==> src/rtl/lm_sm_sequencer.sv <==
// LM/SM micro-op expander for the ID stage: one single-register micro-op per set list bit.
// Optional LMSM_PERF_CNT_EN adds a saturating freeze_cycles counter output.
module lm_sm_sequencer #(
  parameter int         WORD_LEN = 16,
  parameter logic [3:0] OPC_LM   = 4'b0110,
  parameter logic [3:0] OPC_SM   = 4'b0111
) (
  input  logic                clk,
  input  logic                rst,
  input  logic                instr_valid,
  input  logic [WORD_LEN-1:0] instr,
  input  logic                flush_in,
  input  logic                stall_in,
  output logic                freeze,
  output logic                busy,
  output logic                uop_valid,
  output logic                uop_is_load,
  output logic [2:0]          uop_reg,
  output logic [2:0]          uop_base,
  output logic [2:0]          uop_offset,
  output logic                uop_first,
  output logic                uop_last,
`ifdef LMSM_PERF_CNT_EN
  output logic [15:0]         freeze_cycles,
`endif
  output logic                done
);

  localparam logic [0:0] ST_IDLE = 1'b0;
  localparam logic [0:0] ST_SEQ  = 1'b1;

  logic [0:0] state_q, state_d;
  logic [7:0] list_q, list_d;
  logic [2:0] offset_q, offset_d;
  logic [2:0] base_q, base_d;
  logic       load_q, load_d;
  logic       done_q, done_d;

  logic [3:0] opcode;
  logic       is_lmsm;
  logic       in_seq;
  logic [2:0] low_idx;
  logic       one_left;
  logic       unused_instr_bit;

  assign opcode           = instr[15:12];
  assign is_lmsm          = (opcode == OPC_LM) || (opcode == OPC_SM);
  assign in_seq           = (state_q == ST_SEQ);
  assign unused_instr_bit = instr[8];
  // Remaining list is never zero in SEQ, so "no other bit set" means exactly one left.
  assign one_left         = ((list_q & (list_q - 8'd1)) == 8'd0);

  always_comb begin
    low_idx = 3'd0;
    for (int i = 7; i >= 0; i--) begin
      if (list_q[i]) low_idx = 3'(i);
    end
  end

  always_comb begin
    state_d  = state_q;
    list_d   = list_q;
    offset_d = offset_q;
    base_d   = base_q;
    load_d   = load_q;
    done_d   = 1'b0;
    case (state_q)
      ST_IDLE: begin
        if (instr_valid && is_lmsm && !flush_in) begin
          if (instr[7:0] != 8'd0) begin
            list_d   = instr[7:0];
            base_d   = instr[11:9];
            load_d   = (opcode == OPC_LM);
            offset_d = 3'd0;
            state_d  = ST_SEQ;
          end else begin
            done_d = 1'b1;
          end
        end
      end
      default: begin
        if (flush_in) begin
          state_d  = ST_IDLE;
          list_d   = 8'd0;
          offset_d = 3'd0;
        end else if (!stall_in) begin
          list_d = list_q & (list_q - 8'd1);
          if (one_left) begin
            state_d  = ST_IDLE;
            offset_d = 3'd0;
            done_d   = 1'b1;
          end else begin
            offset_d = offset_q + 3'd1;
          end
        end
      end
    endcase
  end

  always_ff @(posedge clk) begin
    if (rst) begin
      state_q  <= ST_IDLE;
      list_q   <= 8'd0;
      offset_q <= 3'd0;
      base_q   <= 3'd0;
      load_q   <= 1'b0;
      done_q   <= 1'b0;
    end else begin
      state_q  <= state_d;
      list_q   <= list_d;
      offset_q <= offset_d;
      base_q   <= base_d;
      load_q   <= load_d;
      done_q   <= done_d;
    end
  end

  assign freeze      = in_seq;
  assign busy        = in_seq;
  assign uop_valid   = in_seq && !flush_in;
  assign uop_is_load = in_seq && load_q;
  assign uop_reg     = in_seq ? low_idx  : 3'd0;
  assign uop_base    = in_seq ? base_q   : 3'd0;
  assign uop_offset  = in_seq ? offset_q : 3'd0;
  assign uop_first   = in_seq && (offset_q == 3'd0);
  assign uop_last    = in_seq && one_left;
  assign done        = done_q;

`ifdef LMSM_PERF_CNT_EN
  logic [15:0] freeze_cycles_q, freeze_cycles_d;

  always_comb begin
    freeze_cycles_d = freeze_cycles_q;
    if (in_seq && (freeze_cycles_q != 16'hFFFF)) freeze_cycles_d = freeze_cycles_q + 16'd1;
  end

  always_ff @(posedge clk) begin
    if (rst) freeze_cycles_q <= 16'd0;
    else     freeze_cycles_q <= freeze_cycles_d;
  end

  assign freeze_cycles = freeze_cycles_q;
`endif

endmodule

==> config.mk <==
export PLATFORM = sky130hd
export DESIGN_NAME = lm_sm_sequencer
export DESIGN_NICKNAME = d
export VERILOG_FILES = /design/src/rtl/lm_sm_sequencer.sv
export SDC_FILE = /design/constraint.sdc
export NUM_CORES = 1
export LEC_CHECK = 0
export CAP_MARGIN = 25
export CORE_ASPECT_RATIO = 0.6
export CORE_MARGIN = 5
export CORE_UTILIZATION = 41
export DETAILED_ROUTE_END_ITERATION = 16
export GPL_TIMING_DRIVEN = 1
export PLACE_DENSITY = 0.84
export SLEW_MARGIN = 0
export SYNTH_ARGS = -nofsm -noshare
export SYNTH_HDL_FRONTEND = slang
export SYNTH_SLANG_ARGS = --single-unit
==> constraint.sdc <==
create_clock -name clk -period 5.2 [get_ports clk]
set_input_delay 0.52 -clock clk [delete_from_list [all_inputs] [get_ports clk]]
set_output_delay 0.52 -clock clk [all_outputs]
set_load 0.005 [all_outputs]
==> out/metrics.cfg, run 1 <==
[cts]
postCtsHoldBufs=0
clk_latency_ps=250
cts_max_level=1
cts_resized=0
clockRootBuffer=clkbuf_8
clk_pin_slew_ps=60
cts_tree=built
cts_sinks=17
cts_buffers=3
cts.path.max_buffers=2
cts_setup_buffers=0

[finish]
fill_cells=215
nNetsFinal=182
multi_input_area_um2=579
fin_area_mm2=0.00138
n_antenna_cell=0
finish.utilization=0.623
seq_area_um2=340
syn2layout_area_growth_pct=41.1
drive_gt1_frac=0.0570

[synthesis]
synthTopCellsByCount=18 x nor2_1, 17 x dfxtp_1, 16 x a21oi_1
synth.most_common_cell=nor2_1
syn_area_um2=977
syn_nets=149
synth-async-reset-ratio=0
synth.avg_cell_area_um2=7.76
ys.flop_type=dfxtp_1
synth_area_leaders=dfxtp_1 35%, a21oi_1 8.2%, nor2_1 6.9%, nand2_1 4.6%, o21ai_1 4.1%
ys_types=32
yosys.area.top_type_share=0.348
syn_inst=126
synth_edf_count=0
yosysSeqAreaShare=0.348
synth_top_cell_by_area=dfxtp_1
synth-seq-cells=17
yosysWarnings=0

[routing]
drt-pass1-iter-count=4
wl_per_cell_um=13.2
drc=0
wl_um=2480
ant_nets=0
drt_iter0_drc=68
routed_via_density=5.30
vias=997

[sta]
maxSlewHeadroom=0.366
hold_viol_final=0
fmax_mhz=316
fin_skew_ps=2.14
setup_tns_ps=0
finalHoldWorstSlack_ps=488
finalSetupViolCount=0
period_share=0.608
drv_slew=0
rsz0062_at_grt=false
worst-slew-pin-transition_ps=950
finalCriticalPeriod_ps=3160

[hold_path]
hold_path_depth=2
hp-class=register to register

[global_routing]
grt_usage=0.156
grt_busiest_layer=met2
gr-usage-met1=0.167
antenna_found_initial=0
met2_usage=0.279
grt_use_met3=0.0671
grt-ovfl-total=0
grt_max_degree=18
grt_pass1_vias=943
grt_pass1_wl_um=4120

[outcome]
outcome=completed

[power_and_ir_drop]
cellPowerDensity_mw_per_mm2=189
clock_power_share=0.376
pwr-share-seq=0.513
vdd_ir_drop_max_mv=0.129
p_comb_frac=0.111
p_leak_uw=0.000445
switching_share=0.218
power_switching_uw=56.8
internal_power_uw=204

[worst_setup_path]
cpMaxStageDelayCell=a211oi_2
cp_data_required_time_ps=5370
worstPathArrival_ps=3340
crit_path_max_incr_delay_ps=680
rr_worst_depth=5
path_max_fanout=14
cp_cell_sequence=clkdlybuf4s50_1 > or4b_1 > a211oi_2 > a21oi_1 > or4b_1 > a21oi_1
critical_path_class=primary input to register
end_kind=register
start_kind=primary input

[placed_design]
dpl.hpwl_um=1940
placed_area_mm2=0.00133
placement.io_buffers=35
gp_routability_congestion=0.882

[job]
max_cap_violations=0

[floorplanning]
die_w_um=73.0
initial_core_util=0.442
std_cell_rows=13
core_area_mm2=0.00221
fp.dieH_um=47.8
die_area_mm2=0.00349
ios=37

[metal layers]
layer / vias to the layer above / routed length (µm)
met2: 28 / 1110
met1: 455 / 1130
met5: - / 0
met3: 7 / 196
li1: 507 / -
met4: 0 / 44
[metrics by stage]
stage                     total power (µW)  instances  setup WS (ps)
after global placement                 165        184           1810
final                                  260        188           2040
after floorplan                        147        126           3110
after detailed placement               165        184           1770
after global routing                   272        188           1800
after CTS                              264        188           2030
[power by group through the flow]
stage	logic, µW	registers (µW)	clock network, µW
floorplan	11.2	136	0
global placement	28.3	136	0
detailed placement	28.8	136	0
CTS	28.9	134	101
global route	31.0	134	107
finish	28.8	134	98.0
[logic make-up after synthesis]
| logic type | after synthesis | synth area share |
|---|---|---|
| multiplexers | 3 | 0.0307 |
| AND/OR/NAND/NOR | 54 | 0.286 |
| AO/OA/AOI/OAI | 34 | 0.230 |
| buffers and inverters | 14 | 0.0589 |
| adder cells (fa/ha/maj) | 4 | 0.0461 |
| flip-flops | 17 | 0.348 |
[cell type report]
class | count | area share
flip-flops and latches | 17 | 0.247
inverters | 7 | 0.0191
clock buffers | 4 | 0.0327
repair buffers | 35 | 0.254
well taps | 30 | 0.0272
multi-input cells | 95 | 0.420
[path summary, 6_finish.rpt]
kind | from | end | slack, ps
setup / recovery | flush_in | offset_q[0] | 2040
hold / removal | offset_q[1] | offset_q[1] | 490
setup reg to reg | busy | offset_q[0] | 2260
hold reg to reg | offset_q[1] | offset_q[1] | 490
[critical path: cells and delay by family]
kind | cells | cell delay, ps
AO/OA/AOI/OAI | 3 | 1210
AND/OR/NAND/NOR | 2 | 1160
buffers and inverters | 1 | 440
[registers in the layout (all words and copies together), names as in the netlist]
register  count
list_q        8
busy          1
load_q        1
base_q        3
offset_q      3
done          1
[layout by cell type, fill, tap and decap left out, drive strengths merged, types with 3 or more instances in the layout]
cell / n
nor2: 18
o21ai: 8
clkdlybuf4s50: 35
mux2i: 3
clkbuf: 4
inv: 7
or4b: 3
nor3: 4
a211oi: 3
and2: 6
nor4: 3
dfxtp: 17
nand2: 12
nand2b: 3
a21oi: 16
(Power assumes the default switching activity.)
==> inputs of run 2 (changes only) <==
- CORE_UTILIZATION: 41 -> 39
- clock period: 5.2 -> 2.7 ns (I/O delays scaled with it)
==> out/metrics.cfg, run 2 (synthesized netlist as in run 1, its figures left out) <==
[outcome]
outcome=completed

[hold_path]
hp-start=base_q[0]
hp-class=register to register
hold_path_depth=2  ; unchanged
hold_end=base_q[0]

[placed_design]
gp_routability_congestion=0.840  ; -4.8%
placement.io_buffers=35  ; unchanged
placedCellCount=188  ; +2.2%
placed_area_mm2=0.00135  ; +1.3%
dpl.hpwl_um=2120  ; +9.6%

[global_routing]
antenna_found_initial=0  ; unchanged
grt-ovfl-total=0  ; unchanged
grt_usage=0.158  ; +0.00212
grt_pass1_vias=1004  ; +6.5%
grt_pass1_wl_um=4530  ; +10%
grt_max_degree=18  ; unchanged

[sta]
worst-slew-pin-transition_ps=581  ; -370 ps
drv_slew=0  ; unchanged
setup_tns_ps=0  ; unchanged
finalCriticalPeriod_ps=2590
period_share=0.958
hold_viol_final=0  ; unchanged
fmax_mhz=387
fin_skew_ps=1.24  ; -0.898 ps
rsz0062_at_grt=false
finalSetupViolCount=0  ; unchanged
maxSlewHeadroom=0.612  ; +0.245

[worst_setup_path]
path_max_fanout=7  ; -7
r2r-start=busy
cp_data_required_time_ps=2430  ; -2940 ps
start_kind=register
critical_path_class=register to output port
end_kind=output port
rrSetupSlack_ps=550  ; -1710 ps
rr_worst_depth=5  ; unchanged
worstPathArrival_ps=2320  ; -1020 ps
r2r-end=offset_q[2]

[routing]
ant_nets=0  ; unchanged
drt-pass1-iter-count=4  ; unchanged
vias=1004  ; +0.70%
wl_per_cell_um=13.8  ; +4.1%
drt_iter0_drc=49  ; -28%
wl_um=2670  ; +7.4%
routed_via_density=5.18  ; -2.4%
drc=0  ; unchanged

[power_and_ir_drop]
p_total_uw=506  ; +94%
vdd_ir_drop_max_mv=0.268  ; +110%
cellPowerDensity_mw_per_mm2=355  ; +88%
p_leak_uw=0.000467  ; +5.0%

[finish]
final_common_cell=clkdlybuf4s50_1
largest_reg_flops=8  ; unchanged
fin_area_mm2=0.00143  ; +3.4%
n_antenna_cell=0  ; unchanged
fin_cells=194  ; +3.2%
finish.utilization=0.582  ; -0.0417
fill_cells=237  ; +10%
syn2layout_area_growth_pct=46.0
top_regs=list_q: 8 flops, base_q: 3 flops, offset_q: 3 flops
final_cell_mix=35 x clkdlybuf4s50_1, 18 x nor2_1, 16 x a21oi_1
drive_gt1_frac=0.0988  ; +0.0418
nNetsFinal=186  ; +2.2%
regMostFlops=list_q

[floorplanning]
die_w_um=74.6  ; +2.2%
core_area_mm2=0.00245  ; +11%
die_area_mm2=0.00364  ; +4.2%
std_cell_rows=14  ; +1
initial_core_util=0.398  ; -0.0433
ios=37  ; unchanged
fp.dieH_um=48.8  ; +2.0%

[cts]
cts_tree=built
clk_latency_ps=250  ; about the same
clockRootBuffer=clkbuf_8
cts_max_level=1  ; unchanged
postCtsHoldBufs=0  ; unchanged
clk_pin_slew_ps=70  ; about the same
cts_buffers=3  ; unchanged
cts.path.max_buffers=2  ; unchanged
cts_sinks=17  ; unchanged

[job]
max_cap_violations=0  ; unchanged

-- run 2: cell types whose count changed in the layout (fill, tap and decap cells not counted), sizes merged --
cell,previous run,this run
buf,0,4
-- run 2: what timing repair did --
item | in CTS | in global routing
endpoints found under the setup margin | 0 | 1
setup buffers | 0 | 2
endpoints found under the hold margin | 0 | 0
resized for setup | 0 | 4
-- run 2: report_power, final --
part	total, µW	internal [µW]	switching [µW]
combinational	57.6	35.5	22.1
clock	191	105	86.4
sequential	257	253	3.89
-- run 2: layout make-up --
cell class                 count  area (µm²)  share of cell area
sequential                    17         343               0.240
inverter                       7        26.3              0.0184
tap                           32        40.0              0.0281
timing repair buffer          39         380               0.267
clock buffer                   4        45.0              0.0316
multi-input combinational     95         592               0.415
-- run 2: metal layers --
metal,GRT usage,wire length (µm),up-vias
li1,-,-,514
met1,0.200,1220,461
met2,0.254,1260,25
met3,0.0597,145,4
met4,0.0355,39,0
met5,0,0,-
-- run 2: worst max-delay path by stage --
stage,endpoint,startpoint,slack (ps),cells past startpoint
after floorplan,done,list_q[0],790,5
after global placement,uop_last,list_q[0],310,5
after detailed placement,uop_last,list_q[0],300,5
after CTS,uop_last,list_q[0],20,5
after global routing,uop_last,list_q[0],10,5
final,uop_last,list_q[0],110,5
-- run 2: worst max-delay path, stage by stage (launching register included) --
cell             delay, ps
dfxtp_2                350
or4_4                  580
a2111oi_4              360
o22ai_4                160
nor2_1                 110
clkdlybuf4s50_1        500
-- run 2: stage by stage --
step	hold slack [ps]	setup WS, ps
3_3_place_gp	462	314
3_5_place_dp	485	298
6_report	498	113
4_1_cts	500	19.6
5_1_grt	527	13.4
2_1_floorplan	366	793
==> inputs of run 3 (changes only) <==
- CORE_MARGIN: 5 -> 3
==> out/metrics.cfg, run 3 (synthesized netlist as in run 1, its figures left out) <==
[finish]
fin_area_mm2=0.00141  ; -1.2%
final_cell_mix=35 x clkdlybuf4s50_1, 18 x nor2_1, 17 x dfxtp_1
n_antenna_cell=0  ; unchanged
final_common_cell=clkdlybuf4s50_1
fill_cells=197  ; -17%
syn2layout_area_growth_pct=44.2
fin_cells=191  ; -1.5%
nNetsFinal=185  ; -0.54%
multi_input_area_um2=587  ; -0.85%
regMostFlops=list_q
top_regs=list_q: 8 flops, base_q: 3 flops, offset_q: 3 flops
seq_area_um2=340  ; -0.73%
drive_gt1_frac=0.0745  ; -0.0242
largest_reg_flops=8  ; unchanged

[power_and_ir_drop]
vdd_ir_drop_max_mv=0.254  ; -5.3%
p_leak_uw=0.000458  ; -1.9%
cellPowerDensity_mw_per_mm2=356  ; +0.40%
p_total_uw=502  ; -0.83%

[global_routing]
grt-ovfl-total=0  ; unchanged
grt_pass1_vias=970  ; -3.4%
antenna_found_initial=0  ; unchanged
grt_pass1_wl_um=4330  ; -4.4%
grt_max_degree=18  ; unchanged
grt_usage=0.175  ; +0.0170

[hold_path]
hp-start=base_q[0]
hold_end=base_q[0]
hp-class=register to register
hold_path_depth=2  ; unchanged

[worst_setup_path]
rrSetupSlack_ps=560  ; about the same
end_kind=output port
path_max_fanout=7  ; unchanged
cpMaxStageDelayCell=or4_4
r2r-end=offset_q[2]
r2r-start=busy
crit_path_max_incr_delay_ps=600  ; +20 ps
startpoint=list_q[0]
cp_cell_sequence=or4_4 > nor3_1 > o22ai_4 > nor2_1 > clkdlybuf4s50_1
cp_top_family=simple AND/OR/NAND/NOR gates
path_buf_inv=1  ; unchanged
rr_worst_depth=5  ; unchanged
worstPathArrival_ps=2350  ; +30 ps
start_kind=register
cp_data_required_time_ps=2430  ; about the same
critical_path_class=register to output port

[sta]
finalSetupViolCount=0  ; unchanged
finalCriticalPeriod_ps=2620  ; +29.8 ps
maxSlewHeadroom=0.581  ; -0.0310
finalHoldWorstSlack_ps=494  ; -4.66 ps
period_share=0.969  ; +0.0111
worst-slew-pin-transition_ps=627  ; +46.3 ps
fin_skew_ps=2.68  ; +1.43 ps
fmax_mhz=382  ; -1.1%
hold_viol_final=0  ; unchanged
drv_slew=0  ; unchanged

[cts]
clockRootBuffer=clkbuf_8
clk_pin_slew_ps=60  ; about the same
cts_sinks=17  ; unchanged
cts_tree=built
clk_latency_ps=250  ; about the same
cts_buffers=3  ; unchanged
cts_max_level=1  ; unchanged
cts_setup_buffers=0  ; unchanged
cts.path.max_buffers=2  ; unchanged

[routing]
drt_iter0_drc=54  ; +10%
drt-pass1-iter-count=4  ; unchanged
ant_nets=0  ; unchanged
routed_via_density=5.28  ; +2.1%
drc=0  ; unchanged
wl_per_cell_um=13.6  ; -1.3%
vias=1009  ; +0.50%
wl_um=2590  ; -2.8%

[floorplanning]
fp.dieH_um=44.8  ; -8.2%
std_cell_rows=13  ; -1
initial_core_util=0.429  ; +0.0307
ios=37  ; unchanged
die_area_mm2=0.00316  ; -13%
core_area_mm2=0.00228  ; -7.1%
die_w_um=70.6  ; -5.4%

[outcome]
outcome=completed

[placed_design]
placedCellCount=187  ; -0.53%
placed_area_mm2=0.00136  ; +0.37%
placement.io_buffers=35  ; unchanged
gp_routability_congestion=0.822  ; -2.1%
dpl.hpwl_um=1980  ; -6.6%

[job]
max_cap_violations=0  ; unchanged

-- run 3: cell types whose count changed in the layout (fill, tap and decap cells not counted), sizes merged --
cell,delta
buf,-1
-- run 3: cell type report --
class / count / area share
repair buffers: 38 / 0.265
flip-flops and latches: 17 / 0.242
multi-input cells: 95 / 0.417
clock buffers: 4 / 0.0320
well taps: 30 / 0.0266
inverters: 7 / 0.0187
-- run 3: worst register-to-register path: cells and delay by family, from the launching register on --
family | cells | cell delay, ps
AO/OA/AOI/OAI | 3 | 500
flip-flops | 1 | 460
AND/OR/NAND/NOR | 2 | 1110
-- run 3: repair_timing --
item                                    CTS  global route
hold buffers                              0             0
endpoints found under the setup margin    0             1
gates resized for setup                   0             1
-- run 3: routing by layer --
layer	vias up	wire length (µm)	part of all wire	global-route usage
met5	-	0	0	0
met4	0	17	0.0066	0.0225
met3	2	152	0.059	0.0578
met2	29	1170	0.45	0.297
met1	467	1260	0.48	0.228
li1	511	-	-	-
-- run 3: report_power, final --
group	leakage (µW)	switching, µW	internal [µW]
registers	0.000137	3.97	253
logic	0.000299	22.8	35.5
clock network	0.0000228	81.4	105
-- run 3: how the worst max path moves through the flow --
stage	to	cells after the start
2_1_floorplan	done	5
3_3_place_gp	uop_last	5
3_5_place_dp	uop_last	5
4_1_cts	uop_last	5
5_1_grt	uop_last	5
6_report	uop_last	5
-- run 3: metrics by stage --
step,utilization,setup WS (ps),TNS [ps]
final,0.619,83.7,0
after global routing,0.619,-1.37,-1.37
after CTS,0.615,31.4,0
after detailed placement,0.596,318,0
after global placement,0.596,339,0
after floorplan,-,793,0
